**config.mk**
```make
export PLATFORM = sky130hd
export DESIGN_NAME = led_event_sched
export DESIGN_NICKNAME = d
export VERILOG_FILES = /design/src/rtl/led_pkg.sv /design/src/rtl/led_pwm_gen.sv /design/src/rtl/led_event_sched.sv
export SDC_FILE = /design/constraint.sdc
export NUM_CORES = 1
export LEC_CHECK = 0
export ABC_AREA = 1
export ABC_CLOCK_PERIOD_IN_PS = 4900
export BUFFER_PORTS_ARGS = -buffer_cell sky130_fd_sc_hd__buf_2
export CAP_MARGIN = 25
export CORE_AREA = 2 2 73 75
export CTS_CLUSTER_DIAMETER = 200
export DETAILED_ROUTE_END_ITERATION = 12
export DIE_AREA = 0 0 75 77
export PLACE_DENSITY = 0.84
export SYNTH_ARGS = -nofsm -noshare
export SYNTH_HDL_FRONTEND = slang
export SYNTH_SLANG_ARGS = --single-unit
```
**constraint.sdc**
```tcl
create_clock -name i_clock -period 4.9 [get_ports i_clock]
set_input_delay 0 -clock i_clock [delete_from_list [all_inputs] [get_ports i_clock]]
set_output_delay 0 -clock i_clock [all_outputs]
set_load 0.01 [all_outputs]
```
**src/rtl/led_pkg.sv**
```systemverilog
// -----------------------------------------------------------------------------
// led_pkg
// Shared definitions for the LED event scheduler:
//   - state_t   : scheduler FSM state encoding (IDLE / SHOW / GAP)
//   - COLOR_W   : width of one requester's colour pattern
//   - OFS_*     : bit positions of each LED drive inside a colour slice,
//                 slice layout is {led1_r, led1_g, led1_b, led0_r, led0_g, led0_b}
//   - clog2_min1: width helper that never returns 0
// -----------------------------------------------------------------------------
package led_pkg;

    typedef enum logic [1:0] {
        IDLE = 2'd0,
        SHOW = 2'd1,
        GAP  = 2'd2
    } state_t;

    localparam int COLOR_W = 6;

    localparam int OFS_LED0_B = 0;
    localparam int OFS_LED0_G = 1;
    localparam int OFS_LED0_R = 2;
    localparam int OFS_LED1_B = 3;
    localparam int OFS_LED1_G = 4;
    localparam int OFS_LED1_R = 5;

    // Bits needed to index/count n values, at least 1 so buses never collapse.
    function automatic int clog2_min1(input int n);
        return (n <= 2) ? 1 : $clog2(n);
    endfunction

endpackage

```
**src/rtl/led_pwm_gen.sv**
```systemverilog
// -----------------------------------------------------------------------------
// led_pwm_gen
// Free-running PWM tick source. The counter runs 0..PWM_TICKS and wraps, so
// the period is PWM_TICKS+1 cycles; o_pulse is high for the single cycle in
// which the count equals PWM_TICKS.
// Ports:
//   i_clock  in   clock, rising edge
//   i_reset  in   synchronous, active-high reset (count -> 0)
//   o_pulse  out  one-cycle pulse per PWM period
// -----------------------------------------------------------------------------
module led_pwm_gen #(
    parameter int PWM_TICKS = 50
) (
    input  logic i_clock,
    input  logic i_reset,
    output logic o_pulse
);

    localparam int                CNT_W = (PWM_TICKS < 1) ? 1 : $clog2(PWM_TICKS + 1);
    localparam logic [CNT_W-1:0]  LAST  = CNT_W'(PWM_TICKS);

    logic [CNT_W-1:0] r_count;

    // NOTE: registers are updated with <= so every flop samples pre-edge values.
    always_ff @(posedge i_clock) begin
        if (i_reset) begin
            r_count <= '0;
        end else if (r_count == LAST) begin
            r_count <= '0;
        end else begin
            r_count <= r_count + 1'b1;
        end
    end

    assign o_pulse = (r_count == LAST);

endmodule

```
**src/rtl/led_event_sched.sv**
```systemverilog
// -----------------------------------------------------------------------------
// led_event_sched
// Fixed-priority scheduler that lends a pair of RGB LEDs to one requester at a
// time. A granted requester's colour is shown (PWM-dimmed) for HOLD_TICKS
// cycles, followed by GAP_TICKS blank cycles, before arbitration reopens.
// Index 0 has the highest priority; requests are levels and are not queued.
//
// Build option: define LED_PREEMPT_EN to let a higher-priority (lower index)
// request take over a slot that is still in SHOW. Default build: no preemption.
//
// Ports:
//   i_clock            in   clock, rising edge
//   i_reset            in   synchronous, active-high reset
//   i_req[NUM_REQ]     in   level request per requester
//   i_color[6*NUM_REQ] in   colour slice per requester
//   o_grant[NUM_REQ]   out  one-hot, one-cycle acceptance pulse
//   o_owner            out  index of current slot owner (valid while o_busy)
//   o_busy             out  high during SHOW and GAP
//   o_led0_*/o_led1_*  out  registered LED drives
// -----------------------------------------------------------------------------
module led_event_sched
    import led_pkg::*;
#(
    parameter int NUM_REQ    = 4,
    parameter int HOLD_TICKS = 100000000,
    parameter int GAP_TICKS  = 10000000,
    parameter int PWM_TICKS  = 50
) (
    input  logic                         i_clock,
    input  logic                         i_reset,
    input  logic [NUM_REQ-1:0]           i_req,
    input  logic [COLOR_W*NUM_REQ-1:0]   i_color,
    output logic [NUM_REQ-1:0]           o_grant,
    output logic [clog2_min1(NUM_REQ)-1:0] o_owner,
    output logic                         o_busy,
    output logic                         o_led0_r,
    output logic                         o_led0_g,
    output logic                         o_led0_b,
    output logic                         o_led1_r,
    output logic                         o_led1_g,
    output logic                         o_led1_b
);

    localparam int OWN_W = clog2_min1(NUM_REQ);
    localparam int CNT_W = clog2_min1((HOLD_TICKS > GAP_TICKS) ? HOLD_TICKS : GAP_TICKS);

    localparam logic [CNT_W-1:0] HOLD_LOAD = CNT_W'(HOLD_TICKS - 1);
    localparam logic [CNT_W-1:0] GAP_LOAD  = CNT_W'((GAP_TICKS > 0) ? GAP_TICKS - 1 : 0);

    state_t               r_state;
    logic [CNT_W-1:0]     r_count;
    logic [OWN_W-1:0]     r_owner;
    logic [COLOR_W-1:0]   r_color;
    logic [NUM_REQ-1:0]   r_grant;
    logic [COLOR_W-1:0]   r_led;
    logic                 r_busy;

    logic                 w_pulse;
    logic                 w_any;
    logic [OWN_W-1:0]     w_idx;
    logic [NUM_REQ-1:0]   w_onehot;
    logic [COLOR_W-1:0]   w_slice;
    logic                 w_preempt;
    logic                 w_take;

    led_pwm_gen #(
        .PWM_TICKS (PWM_TICKS)
    ) u_pwm (
        .i_clock (i_clock),
        .i_reset (i_reset),
        .o_pulse (w_pulse)
    );

    // Lowest asserted index wins: scan downwards so the last hit is the lowest.
    // NOTE: every signal gets a default first so no path leaves it unassigned
    // (which would infer a latch).
    always_comb begin
        w_any    = 1'b0;
        w_idx    = '0;
        w_onehot = '0;
        for (int k = NUM_REQ - 1; k >= 0; k--) begin
            if (i_req[k]) begin
                w_any = 1'b1;
                w_idx = OWN_W'(k);
            end
        end
        w_onehot[w_idx] = w_any;
    end

    assign w_slice = i_color[w_idx*COLOR_W +: COLOR_W];

`ifdef LED_PREEMPT_EN
    assign w_preempt = (r_state == SHOW) && w_any && (w_idx < r_owner);
`else
    assign w_preempt = 1'b0;
`endif

    // A new slot starts either from IDLE or by preempting a SHOW slot.
    assign w_take = ((r_state == IDLE) && w_any) || w_preempt;

    always_ff @(posedge i_clock) begin
        if (i_reset) begin
            r_state <= IDLE;
            r_count <= '0;
            r_owner <= '0;
            r_color <= '0;
            r_grant <= '0;
            r_led   <= '0;
            r_busy  <= 1'b0;
        end else begin
            r_grant <= '0;
            r_led   <= '0;
            if (w_take) begin
                r_state <= SHOW;
                r_count <= HOLD_LOAD;
                r_owner <= w_idx;
                r_color <= w_slice;
                r_grant <= w_onehot;
                r_led   <= w_slice & {COLOR_W{w_pulse}};
                r_busy  <= 1'b1;
            end else begin
                case (r_state)
                    SHOW: begin
                        if (r_count == '0) begin
                            if (GAP_TICKS > 0) begin
                                r_state <= GAP;
                                r_count <= GAP_LOAD;
                            end else begin
                                r_state <= IDLE;
                                r_busy  <= 1'b0;
                            end
                        end else begin
                            r_count <= r_count - 1'b1;
                            r_led   <= r_color & {COLOR_W{w_pulse}};
                        end
                    end
                    GAP: begin
                        if (r_count == '0) begin
                            r_state <= IDLE;
                            r_busy  <= 1'b0;
                        end else begin
                            r_count <= r_count - 1'b1;
                        end
                    end
                    IDLE: begin
                        r_state <= IDLE;
                    end
                    default: begin
                        r_state <= IDLE;
                        r_busy  <= 1'b0;
                    end
                endcase
            end
        end
    end

    assign o_grant  = r_grant;
    assign o_owner  = r_owner;
    assign o_busy   = r_busy;
    assign o_led0_b = r_led[OFS_LED0_B];
    assign o_led0_g = r_led[OFS_LED0_G];
    assign o_led0_r = r_led[OFS_LED0_R];
    assign o_led1_b = r_led[OFS_LED1_B];
    assign o_led1_g = r_led[OFS_LED1_G];
    assign o_led1_r = r_led[OFS_LED1_R];

endmodule

```
Word level (Yosys, flattened, before mapping)
Cells that the tools add are included.
- add/subtract/negate cells: 2
- multiply operators: 1
- order comparisons: 2
- equality and inequality tests: 10
- shift operators: 1
- muxes and demuxes: 24
- bitwise operators: 4
- reduce and logical (&&, ||, !) cells: 15
- operator list (kind ; count):
    $mux W27 ; 3
    $pmux W27 S2 ; 1
    $logic_not A27 Y1 ; 1
    $sub A27 B1 Y27 const B ; 1
    $shiftx A24 B6 Y6 ; 1
    $mux W6 ; 3
    $and A6 B6 Y6 ; 2
    $mux W2 ; 6
    $reduce_and A2 Y1 ; 5
    $ne A3 B3 Y1 const B ; 3
    $mux W1 ; 8
    $reduce_or A2 Y1 ; 4
    $add A6 B1 Y6 const B ; 1
    $eq A6 B6 Y1 const B ; 1
    $ne A2 B2 Y1 const B ; 3
    $and A4 B4 Y4 ; 1
    $mul A2 B2 Y4 const B ; 1
    $pmux W2 S2 ; 1
    $lt A2 B3 Y1 const B ; 1
    $reduce_bool A3 Y1 ; 1
    $demux W1 S2 ; 1
    $eq A2 B1 Y1 const B ; 1
    $eq A2 B2 Y1 const B ; 1
    $ge A2 B1 Y1 const B ; 1
    other kinds (6) ; 7
- flip-flop bits (word level): 54
- input port bits: 30
- output and inout bits: 13
- logic and storage cells: 69

Depth between registers and ports, before layout
Gate-level depths: netlist of run 1.
- word-level depth: 9
- mapped depth: 13
- mapped depth without buffers: 12

Cells and area by module
A second synthesis of run 1 with hierarchy kept.
- cell total of the unflattened synthesis: 457
- area total of the unflattened synthesis: 3035.4 um2
- by module, submodules not included (module ; times used ; cells an instance ; area each (um2) ; sequential area each (um2)):
    led_event_sched ; 1 ; 422 ; 2732.6 ; 960.9
    led_pwm_gen ; 1 ; 35 ; 302.8 ; 120.1

Worst setup path before layout of run 1
No wires, ideal clock.
- path kind: reg-to-reg
- start: register r_count[0]
- end: register r_count[23]
- arrival: 1.491 ns
- required time: 4.783 ns
- slack: 3.292 ns
- cell stages (with the launch flop): 12
- path buffers: 0
- period minus slack after synthesis: 1.608 ns
- cell sequence: dfxtp_1 > inv_1 > ha_1 > nand2_1 > nor2_1 > nand2_2 > inv_2 > nand2_2 > nand2_4 > nand2_1 > o21ai_0 > nor2_1
- word-level cells in the longest chain between the ends: 4
- RTL lines (item ; RTL line ; text):
    from (decl) ; led_event_sched.sv:51 ; logic [CNT_W-1:0] r_count;
    from (signal assigned) ; led_event_sched.sv:133 ; r_count <= r_count - 1'b1;
    from (signal assigned) ; led_event_sched.sv:142 ; r_count <= r_count - 1'b1;
    $sub A27 B1 Y27 / $logic_not A27 Y1 (equally long branches) ; - ;
    $mux W27, on equally long branches ; led_event_sched.sv:138, led_event_sched.sv:124 ;
    $pmux W27 S2 ; led_event_sched.sv:122 ; case (r_state)
    $mux W27 ; led_event_sched.sv:113 ; if (w_take) begin
Parallel ways exist; a longest one is shown, timed or not. The select of a mux whose other input is x is not followed.
A chain may end at the register's enable or synchronous reset.

Worst setup path in the final report of run 1
- start: register r_count[0]
- end: register r_count[0]
The elaborated chain is that of the path after synthesis.

==> qor.csv, run 1 <==
stage,metric,value,unit
power_and_ir_drop,total power after layout,1110,uW
route,topmost layer with routed signal wires,met4,
clock_network,CTS Buffer Depth,2,
sta,peak clock frequency supported by timing,504,MHz
route,routed wirelength normalized by instance count,11.8,um
layout,"top library cells by usage in the layout, fill and taps aside","nand2_1, nor2_1, dfxtp_1",
sta,tightest slew margin relative to the limit,0.509,
synth,cells after synthesis,466,
synth,syn_nets,499,
clock_network,clock sink total,54,
worst_setup_path,"critical path, cell by cell",inv_1 -> ha_1 -> nand2_1 -> nor2_1 -> nand2_2 -> inv_2 -> nand2_2 -> nand2_4 -> nand2_1 -> o21ai_0 -> nor2_1,
worst_setup_path,Bufs and invs on worst path,2,
route,count of unresolved DRC violations after routing,0,
clock_network,total of hold buffers inserted after clock tree synthesis,1,
sta,Slew @ Worst Pin,0.730,ns
route,routed vias,3034,
sta,Sum Neg Setup Slack,0,ns
clock_network,H-tree levels,2,
clock_network,setup fix buffers added after clock tree synthesis,0,
sta,final count of hold timing violations,0,
layout,number of diodes,0,
place,placer's final routability congestion estimate,0.942,
floorplanning,Placeable Area,4980,um^2
worst_setup_path,largest stage delay on the critical path,0.33,ns
sta,maximum clock skew at final layout,0.00667,ns
worst_setup_path,critical path peak fanout,13,
worst_setup_path,register-to-register path setup slack,2.92,ns
place,pre-CTS setup slack,2.95,ns
worst_setup_path,category of the most critical setup path,register to register,
route,final WL,6780,um
power_and_ir_drop,PwrDens,330,nW/um^2
worst_setup_path,family with the most delay on the worst path,simple AND/OR/NAND/NOR gates,
hold_path,launch point of the worst hold path,i_reset,
synth,number of library cell types mapped by synthesis,31,
floorplanning,die outline width,75,um
route,post-detailed-route via-to-cell ratio,5.26,
power_and_ir_drop,leakage,0.00158,uW
worst_setup_path,critical path required time,5.11,ns
worst_setup_path,end of the worst register-to-register path,r_count[0],
route,detailed-routing wirelength on met1,2990,um
grt,first-pass GRT wire length,11700,um
job,max-cap violation count,0,
sta,Final Cycle Share,0.405,
sta,slack of the critical path,2.92,ns
place,PortBufs,42,
layout,fill cell instance count of the final layout,426,
sta,number of pins exceeding their max-slew limit in the final report,0,
clock_network,CTS buffer count,5,
route,Routed Antenna Nets,0,
sta,minimum hold slack,0.00571,ns
worst_setup_path,worst reg2reg startpoint,r_count[0],
grt,number of antenna violations at the first check in global routing,0,
layout,final net count,539,
clock_network,clock slew at reported path FFs,0.11,ns
layout,Area Overhead vs Synth,11.5,%
clock_network,Resized cells post-CTS,0,
route,First DRT Iteration DRCs,231,
floorplanning,Die Y-Extent,77,um
synth,YS warnings,0,
layout,final core utilization,0.677,
route,metal2 WL,3310,um
outcome,status,"finished, final reports clean",
hold_path,hold-critical path depth,2,
floorplanning,initial cell density of the core,0.607,
layout,share of post-route cells with drive strength above 1,0.152,
sta,minimum period implied by the final worst setup slack,1.98,ns
grt,global route overflow,0,
worst_setup_path,Worst Reg2Reg Path Length in Cells,11,
synth,area of the mapped netlist,3020,um^2
place,HPWL after DPL,5310,um
route,number of iterations in the first detailed-routing pass,4,
power_and_ir_drop,Peak supply drop,0.243,mV
synth,number of synthesized register bits,54,
hold_path,endpoint of the worst hold-timing path,r_count[26],
hold_path,Min-Delay Path Class,primary input to register,
sta,setup repair after global routing missed its margin,no,
worst_setup_path,crit start category,register,
sta,Final setup violation count,0,
floorplanning,Boundary Pins,43,
clock_network,TritonCTS clock tree,built,
grt,number of global-route vias before repair,2740,
clock_network,Root Buffer,clkbuf_8,
worst_setup_path,CP Capture Type,register,
route,wire length on met3,360,um
floorplanning,Total Die Area,5780,um^2
clock_network,clock insertion delay at the later pin of the skew report,0.32,ns
worst_setup_path,"slowest stage cell, crit path",dfxtp_1,
grt,total track usage,0.254,
layout,"most common cell after layout, fill and taps aside",nand2_1,
grt,maximum number of pins on one net before global-route repair,21,
floorplanning,Placement Rows,26,
synth,share of synthesized area occupied by flip-flops and latches,0.358,
worst_setup_path,arrival time at the worst endpoint,2.19,ns
synth,Avg Inst Size Synth,6.48,um^2
[report_power, final]
| part | internal, uW | switching (uW) | leakage [uW] |
|---|---|---|---|
| logic | 112 | 209 | 0.00108 |
| clock network | 107 | 160 | 0.0000506 |
| registers | 480 | 44.7 | 0.000444 |
| total | 698 | 414 | 0.00158 |
[flip-flops by register name, summed over array words and instances, names as in the netlist]
register / flops
r_color: 6
u_pwm.r_count: 6
o_grant: 4
r_state: 2
o_owner: 2
r_led: 6
r_count: 27
o_busy: 1
[worst reg2reg max path: stages, from the launching register on]
cell	delay, ns
dfxtp_1	0.33
inv_1	0.07
ha_1	0.23
nand2_1	0.17
nor2_1	0.18
nand2_2	0.10
inv_2	0.06
nand2_2	0.07
nand2_4	0.13
nand2_1	0.22
o21ai_0	0.25
nor2_1	0.07
[how the worst max path moves through the flow]
| stage | startpoint | endpoint | slack, ns | depth (start not counted) |
|---|---|---|---|---|
| final | r_count[0] | r_count[0] | 2.92 | 11 |
| after global routing | r_count[0] | r_count[2] | 2.69 | 11 |
| after CTS | r_count[0] | r_count[0] | 2.93 | 11 |
| after detailed placement | r_count[0] | r_count[0] | 2.95 | 11 |
| after global placement | r_count[0] | r_count[23] | 3.06 | 11 |
| after floorplan | r_count[0] | r_count[23] | 3.29 | 11 |
[synth_stat cells (all sizes together)]
cell | n | area (um^2)
a21oi | 26 | 141
ha | 3 | 37.5
nor3 | 7 | 46.3
xor2 | 8 | 70.1
and2 | 1 | 6.26
o21ai | 17 | 85.1
nor2 | 87 | 372
inv | 50 | 188
or2 | 2 | 12.5
dfxtp | 54 | 1080
xnor2 | 8 | 70.1
nand3 | 44 | 220
buf | 6 | 43.8
o211ai | 1 | 7.51
a211oi | 1 | 7.51
nand3b | 2 | 15.0
nand2 | 130 | 508
clkbuf | 4 | 15.0
o31ai | 1 | 7.51
nand4 | 14 | 87.6
[cells by family (layout without fill, tap and decap cells)]
kind of cell,after synthesis,after routing,share of synthesized area
DFF,54,54,0.358
xor gates and xnor gates,16,16,0.0464
AOI/OAI and AO/OA,46,46,0.0824
and+or+nand+nor,287,287,0.419
adders and majority gates,3,3,0.0124
buffers and inverters,60,101,0.0816
[final cells by class]
type / instances / area [um^2] / area share
multi-input combinational: 352 / 1690 / 0.503
tap: 70 / 87.6 / 0.0260
timing repair buffer: 43 / 220 / 0.0654
clock inverter: 3 / 28.8 / 0.00854
inverter: 50 / 188 / 0.0557
clock buffer: 5 / 68.8 / 0.0204
sequential: 54 / 1080 / 0.321
[layer usage]
metal / up-vias / GRT usage
met5: - / 0
met3: 13 / 0.0447
li1: 1565 / -
met2: 96 / 0.439
met4: 0 / 0.0821
met1: 1360 / 0.311
[stage by stage]
step	area (um^2)	std cells
floorplan	3020	466
global placement	3260	568
detailed placement	3260	568
CTS	3370	577
global route	3370	577
finish	3370	577
Power figures use the tool's default switching activity.
==> run 2: changes to the inputs <==
Settings changed: ABC_AREA 1 to 0, ABC_CLOCK_PERIOD_IN_PS 4900 to 1700, CORE_AREA 2 2 73 75 to 2 2 76 78, DIE_AREA 0 0 75 77 to 0 0 78 80, PLACE_DENSITY 0.84 to 0.75.
Clock period 4.9 ns to 1.7 ns, I/O delays scaled along.
==> qor.csv, run 2 <==
stage,metric,value,unit
clock_network,clock insertion delay at the later pin of the skew report,0.32,ns
route,number of iterations in the first detailed-routing pass,5,
sta,slack of the critical path,-0.507,ns
floorplanning,Placement Rows,27,
floorplanning,initial cell density of the core,0.500,
place,placed inst area,3670,um^2
place,placer's final routability congestion estimate,0.944,
sta,peak clock frequency supported by timing,453,MHz
layout,"most common cell after layout, fill and taps aside",buf_4,
synth,most frequently used cell type in the post-synthesis netlist,dfxtp_1,
synth,most used flip-flop cell after synthesis,dfxtp_1,
floorplanning,die outline width,78,um
layout,Sequential cell area,1090,um^2
layout,max reg flops,27,
floorplanning,Placeable Area,5410,um^2
power_and_ir_drop,PwrDens,755,nW/um^2
power_and_ir_drop,leakage,0.00184,uW
layout,Area Overhead vs Synth,63.8,%
worst_setup_path,critical path peak fanout,5,
layout,"top library cells by usage in the layout, fill and taps aside","buf_4, dfxtp_1, buf_2",
sta,tightest slew margin relative to the limit,0.694,
job,max-cap violation count,0,
sta,maximum clock skew at final layout,0.0104,ns
hold_path,endpoint of the worst hold-timing path,o_grant[3],
worst_setup_path,crit start category,register,
synth,number of library cell types mapped by synthesis,46,
grt,total track usage,0.310,
synth,leading post-synthesis cells by instance count,"dfxtp_1, nor2_1, a21oi_1",
power_and_ir_drop,combinational cell fraction of total power,0.332,
layout,share of post-route cells with drive strength above 1,0.526,
clock_network,H-tree levels,2,
sta,Slew @ Worst Pin,0.458,ns
worst_setup_path,largest stage delay on the critical path,0.56,ns
route,Routed Antenna Nets,0,
synth,biggest area contributors in the synthesized netlist,"dfxtp_1, nor2_1, a21oi_1",
synth,cells after synthesis,323,
place,DP Cell Count,509,
sta,number of pins exceeding their max-slew limit in the final report,0,
synth,Async SR Flop Fraction,0,
power_and_ir_drop,Switch Pwr,1130,uW
clock_network,Root Buffer,clkbuf_8,
worst_setup_path,worst reg2reg startpoint,r_count[10],
route,count of unresolved DRC violations after routing,0,
sta,minimum period implied by the final worst setup slack,2.21,ns
clock_network,clock slew at reported path FFs,0.11,ns
outcome,failing checks,negative setup slack,
power_and_ir_drop,internal cell power,2210,uW
route,routed wirelength normalized by instance count,19.8,um
worst_setup_path,end of the worst register-to-register path,r_count[18],
place,PortBufs,42,
floorplanning,Total Die Area,6240,um^2
worst_setup_path,CP Capture Type,register,
layout,final core utilization,0.819,
floorplanning,Die Y-Extent,80,um
layout,final net count,500,
grt,number of antenna violations at the first check in global routing,0,
synth,library cell with the largest summed area after synthesis,dfxtp_1,
worst_setup_path,"critical path, cell by cell",nor4_4 -> nand4b_4 -> o41ai_4 -> and2b_2 -> buf_6 -> o21ai_1 -> o311ai_1,
synth,number of enable flip-flop cells after synthesis,0,
synth,Avg Inst Size Synth,8.37,um^2
grt,global route overflow,0,
layout,area of the multi-input gates,1970,um^2
grt,maximum number of pins on one net before global-route repair,20,
synth,area of the mapped netlist,2700,um^2
worst_setup_path,Worst Reg2Reg Path Length in Cells,7,
clock_network,CTS buffer count,5,
worst_setup_path,"slowest stage cell, crit path",o41ai_4,
sta,Sum Neg Setup Slack,-12.37,ns
clock_network,CTS Buffer Depth,2,
floorplanning,Boundary Pins,43,
hold_path,hold-critical path depth,3,
worst_setup_path,Bufs and invs on worst path,1,
synth,area share of the largest cell type after synthesis,0.400,
clock_network,clock sink total,54,
layout,fill cell instance count of the final layout,291,
worst_setup_path,register-to-register path setup slack,-0.51,ns
sta,setup repair after global routing missed its margin,yes,
layout,number of diodes,0,
route,post-detailed-route via-to-cell ratio,6.24,
place,HPWL after DPL,5890,um
grt,number of global-route vias before repair,3238,
synth,number of synthesized register bits,54,
power_and_ir_drop,sequential cell fraction of total power,0.434,
layout,final cell area excluding filler cells,4430,um^2
synth,share of synthesized area occupied by flip-flops and latches,0.400,
layout,"Most flops, register",r_count,
worst_setup_path,category of the most critical setup path,register to register,
route,final WL,10700,um
synth,YS warnings,0,
layout,count of non-filler cells in the finished layout,540,
route,First DRT Iteration DRCs,462,
power_and_ir_drop,total power after layout,3340,uW
sta,final count of hold timing violations,0,
hold_path,launch point of the worst hold path,i_req[1],
power_and_ir_drop,Net Sw Frac,0.339,
synth,syn_nets,356,
power_and_ir_drop,Clk network pwr share,0.234,
sta,Final setup violation count,36,
worst_setup_path,critical path required time,1.91,ns
outcome,status,finished with violations,
worst_setup_path,arrival time at the worst endpoint,2.42,ns
clock_network,TritonCTS clock tree,built,
worst_setup_path,family with the most delay on the worst path,simple AND/OR/NAND/NOR gates,
grt,first-pass GRT wire length,15300,um
power_and_ir_drop,Peak supply drop,0.603,mV
route,routed vias,3368,
sta,Final Cycle Share,1.30,
hold_path,Min-Delay Path Class,primary input to register,
run 2: cell count changes after synthesis, moves of 8 or more:
cell	before	now
a211oi_1	1	12
nor3_1	6	20
nor2b_1	0	11
nand4_1	14	5
nor2_1	75	35
nand3_1	44	10
nand2b_1	0	8
nand2_1	124	21
or4_1	0	9
clkbuf_1	4	14
inv_1	45	4
nor2_2	9	0
run 2: layer usage:
layer	GRT usage	vias up	routed length (um)
met5	0	-	0
met3	0.0475	63	788
met4	0.151	0	522
met1	0.385	1588	4130
li1	-	1507	-
met2	0.524	210	5280
run 2: worst min-delay path, cell delays in order:
cell	delay (ns)
buf_2	0.09
nor2_1	0.07
and3_1	0.14
run 2: worst max path at each step:
stage / startpoint / endpoint / cells after the start
global route: r_count[14] / r_count[18] / 7
CTS: r_count[8] / r_count[25] / 6
finish: r_count[10] / r_count[18] / 7
detailed placement: r_count[13] / r_count[24] / 6
global placement: r_count[13] / r_count[25] / 6
floorplan: r_count[10] / r_count[25] / 6
run 2: cell families (layout without fill, tap and decap cells):
group                    Yosys count  in the layout  share of synthesized area
AND/OR/NAND/NOR                  149            149                      0.307
AO/OA/AOI/OAI                     88             88                      0.224
flip-flops                        54             54                      0.400
buffers and inverters             21            166                     0.0292
XOR/XNOR                           7              7                     0.0227
adder cells (fa/ha/maj)            3              3                     0.0139
multiplexers                       1              1                    0.00370
run 2: final cells by class:
class                           count  area share
Clock buffer                        5      0.0155
Inverter                            4     0.00339
Multi-Input combinational cell    248       0.446
Tap cell                           72      0.0204
Clock inverter                      3     0.00594
Timing Repair Buffer              154       0.263
Sequential cell                    54       0.246
run 2: power groups by stage:
stage	sequential [uW]	clock [uW]	combinational [uW]
6_report	1450	782	1110
5_1_grt	1450	826	1170
4_1_cts	1440	780	949
3_5_place_dp	1460	0	789
3_3_place_gp	1450	0	767
2_1_floorplan	1470	0	364
run 2: timing repair:
item | in CTS | in global routing
pin swaps | 39 | 31
resized for setup | 78 | 44
endpoints found under the setup margin | 36 | 36
hold buffers | 4 | 0
hold endpoints to repair | 4 | 0
setup buffers | 10 | 10
gates cloned | 1 | 0
run 2: stage by stage:
step	setup slack [ns]	hold slack, ns
after CTS	-0.392	0.0121
after detailed placement	-0.506	0.315
final	-0.507	0.0124
after global placement	-0.412	0.308
after floorplan	-0.461	0.190
after global routing	-0.575	0.0371
==> run 3: changes to the inputs <==
Settings changed: ABC_CLOCK_PERIOD_IN_PS 1700 to 2640, CORE_AREA 2 2 76 78 to 2 2 71 73, DIE_AREA 0 0 78 80 to 0 0 73 75, PLACE_DENSITY 0.75 to 0.81.
Clock period 1.7 ns to 2.64 ns, I/O delays scaled along.
==> qor.csv, run 3 (synthesis results as in run 2) <==
stage,metric,value,unit
outcome,status,"finished, final reports clean",
grt,first-pass GRT wire length,11400,um
clock_network,CTS Buffer Depth,2,
place,PortBufs,42,
sta,Sum Neg Setup Slack,0,ns
place,HPWL after DPL,4750,um
route,post-detailed-route via-to-cell ratio,6.17,
sta,Final Cycle Share,0.905,
power_and_ir_drop,total power after layout,1790,uW
clock_network,clock insertion delay at the later pin of the skew report,0.32,ns
layout,"Most flops, register",r_count,
layout,max reg flops,27,
worst_setup_path,CP Capture Type,register,
layout,fill cell instance count of the final layout,373,
floorplanning,die outline width,73,um
sta,final count of hold timing violations,0,
grt,global route overflow,0,
layout,Area Overhead vs Synth,17.0,%
clock_network,Resized cells post-CTS,0,
floorplanning,Die Y-Extent,75,um
floorplanning,Placement Rows,25,
clock_network,setup fix buffers added after clock tree synthesis,0,
sta,peak clock frequency supported by timing,419,MHz
grt,number of global-route vias before repair,2441,
layout,share of post-route cells with drive strength above 1,0.193,
route,final WL,6810,um
clock_network,Root Buffer,clkbuf_8,
layout,final cell area excluding filler cells,3160,um^2
grt,number of antenna violations at the first check in global routing,0,
job,max-cap violation count,0,
sta,Final setup violation count,0,
power_and_ir_drop,sequential cell fraction of total power,0.526,
power_and_ir_drop,Switch Pwr,567,uW
clock_network,clock slew at reported path FFs,0.11,ns
layout,final net count,406,
grt,maximum number of pins on one net before global-route repair,33,
worst_setup_path,critical path peak fanout,8,
floorplanning,Boundary Pins,43,
clock_network,TritonCTS clock tree,built,
power_and_ir_drop,Net Sw Frac,0.317,
layout,"most common cell after layout, fill and taps aside",dfxtp_1,
layout,area of the multi-input gates,1540,um^2
power_and_ir_drop,leakage,0.00122,uW
hold_path,Min-Delay Path Class,primary input to register,
hold_path,launch point of the worst hold path,i_color[1],
floorplanning,initial cell density of the core,0.580,
power_and_ir_drop,combinational cell fraction of total power,0.191,
hold_path,endpoint of the worst hold-timing path,r_led[1],
clock_network,CTS buffer count,5,
layout,number of diodes,0,
layout,Sequential cell area,1080,um^2
clock_network,clock sink total,54,
worst_setup_path,category of the most critical setup path,register to register,
power_and_ir_drop,Clk network pwr share,0.283,
worst_setup_path,worst reg2reg startpoint,r_count[0],
hold_path,hold-critical path depth,3,
power_and_ir_drop,internal cell power,1220,uW
sta,minimum period implied by the final worst setup slack,2.39,ns
layout,"top library cells by usage in the layout, fill and taps aside","dfxtp_1, buf_2, nor2_1",
place,placer's final routability congestion estimate,0.926,
clock_network,H-tree levels,2,
route,count of unresolved DRC violations after routing,0,
route,First DRT Iteration DRCs,218,
power_and_ir_drop,PwrDens,566,nW/um^2
place,placed inst area,3010,um^2
worst_setup_path,crit start category,register,
route,routed vias,2639,
power_and_ir_drop,Peak supply drop,0.364,mV
sta,setup repair after global routing missed its margin,no,
worst_setup_path,arrival time at the worst endpoint,2.60,ns
sta,minimum hold slack,0.0154,ns
grt,total track usage,0.265,
worst_setup_path,end of the worst register-to-register path,r_count[13],
floorplanning,Placeable Area,4660,um^2
sta,number of pins exceeding their max-slew limit in the final report,0,
worst_setup_path,register-to-register path setup slack,0.25,ns
route,Routed Antenna Nets,0,
sta,tightest slew margin relative to the limit,0.610,
floorplanning,Total Die Area,5480,um^2
sta,maximum clock skew at final layout,0.0101,ns
worst_setup_path,timing startpoint of the critical path,r_count[0],
sta,Slew @ Worst Pin,0.585,ns
worst_setup_path,critical path required time,2.85,ns
route,routed wirelength normalized by instance count,15.9,um
route,number of iterations in the first detailed-routing pass,5,
layout,final core utilization,0.678,
worst_setup_path,Worst Reg2Reg Path Length in Cells,9,
## run 3: cell types whose count changed in the layout (fill, tap and decap cells not counted), moves of 6 or more
| cell | delta |
|---|---|
| a21oi_1 | +12 |
| nand2_1 | +7 |
| buf_4 | -73 |
| o21ai_1 | -6 |
| o21ai_2 | -6 |
| a21oi_2 | -10 |
| buf_6 | -20 |
| nor3_1 | +7 |
| o21ai_0 | +12 |
## run 3: how the worst max path moves through the flow
stage | depth (start not counted) | slack [ns] | end
2_1_floorplan | 8 | 0.31 | r_count[23]
3_3_place_gp | 6 | 0.37 | r_count[25]
3_5_place_dp | 6 | 0.30 | r_count[25]
4_1_cts | 6 | 0.27 | r_count[25]
5_1_grt | 9 | 0.05 | r_count[13]
6_report | 9 | 0.25 | r_count[13]
## run 3: power groups by stage
stage | Clock (uW) | Sequential (uW) | Combinational, uW
2_1_floorplan | 0 | 944 | 225
3_3_place_gp | 0 | 953 | 322
3_5_place_dp | 0 | 957 | 329
4_1_cts | 512 | 939 | 338
5_1_grt | 545 | 948 | 382
6_report | 506 | 940 | 342
## run 3: layout make-up
class,instances,share of cell area
Multi-Input combinational cell,248,0.488
Sequential cell,54,0.342
Timing Repair Buffer,60,0.113
Clock buffer,5,0.0218
Tap cell,54,0.0214
Clock inverter,3,0.00910
Inverter,4,0.00475
## run 3: timing repair
item	CTS	global route
hold buffers	5	0
endpoints found under the hold margin	5	0
setup endpoints to repair	0	0
## run 3: worst max-delay path, cell delays in order, from the launching register on
cell and delay, ns:
dfxtp_1 0.37, inv_1 0.07, ha_1 0.17, nor3b_1 0.27, nand2_1 0.23, o41ai_2 0.44, buf_4 0.20, and2b_1 0.26
o21ai_0 0.15, o311ai_0 0.12
## run 3: metal layers
| metal | part of all wire | track usage |
|---|---|---|
| met5 | 0 | 0 |
| met3 | 0.056 | 0.0522 |
| met4 | 0.020 | 0.0967 |
| met1 | 0.45 | 0.351 |
| met2 | 0.47 | 0.431 |
## run 3: metrics by stage
step | setup WS (ns) | std cells
after global placement | 0.365 | 415
after global routing | 0.0513 | 428
after detailed placement | 0.301 | 415
after CTS | 0.265 | 428
after floorplan | 0.311 | 323
final | 0.252 | 428
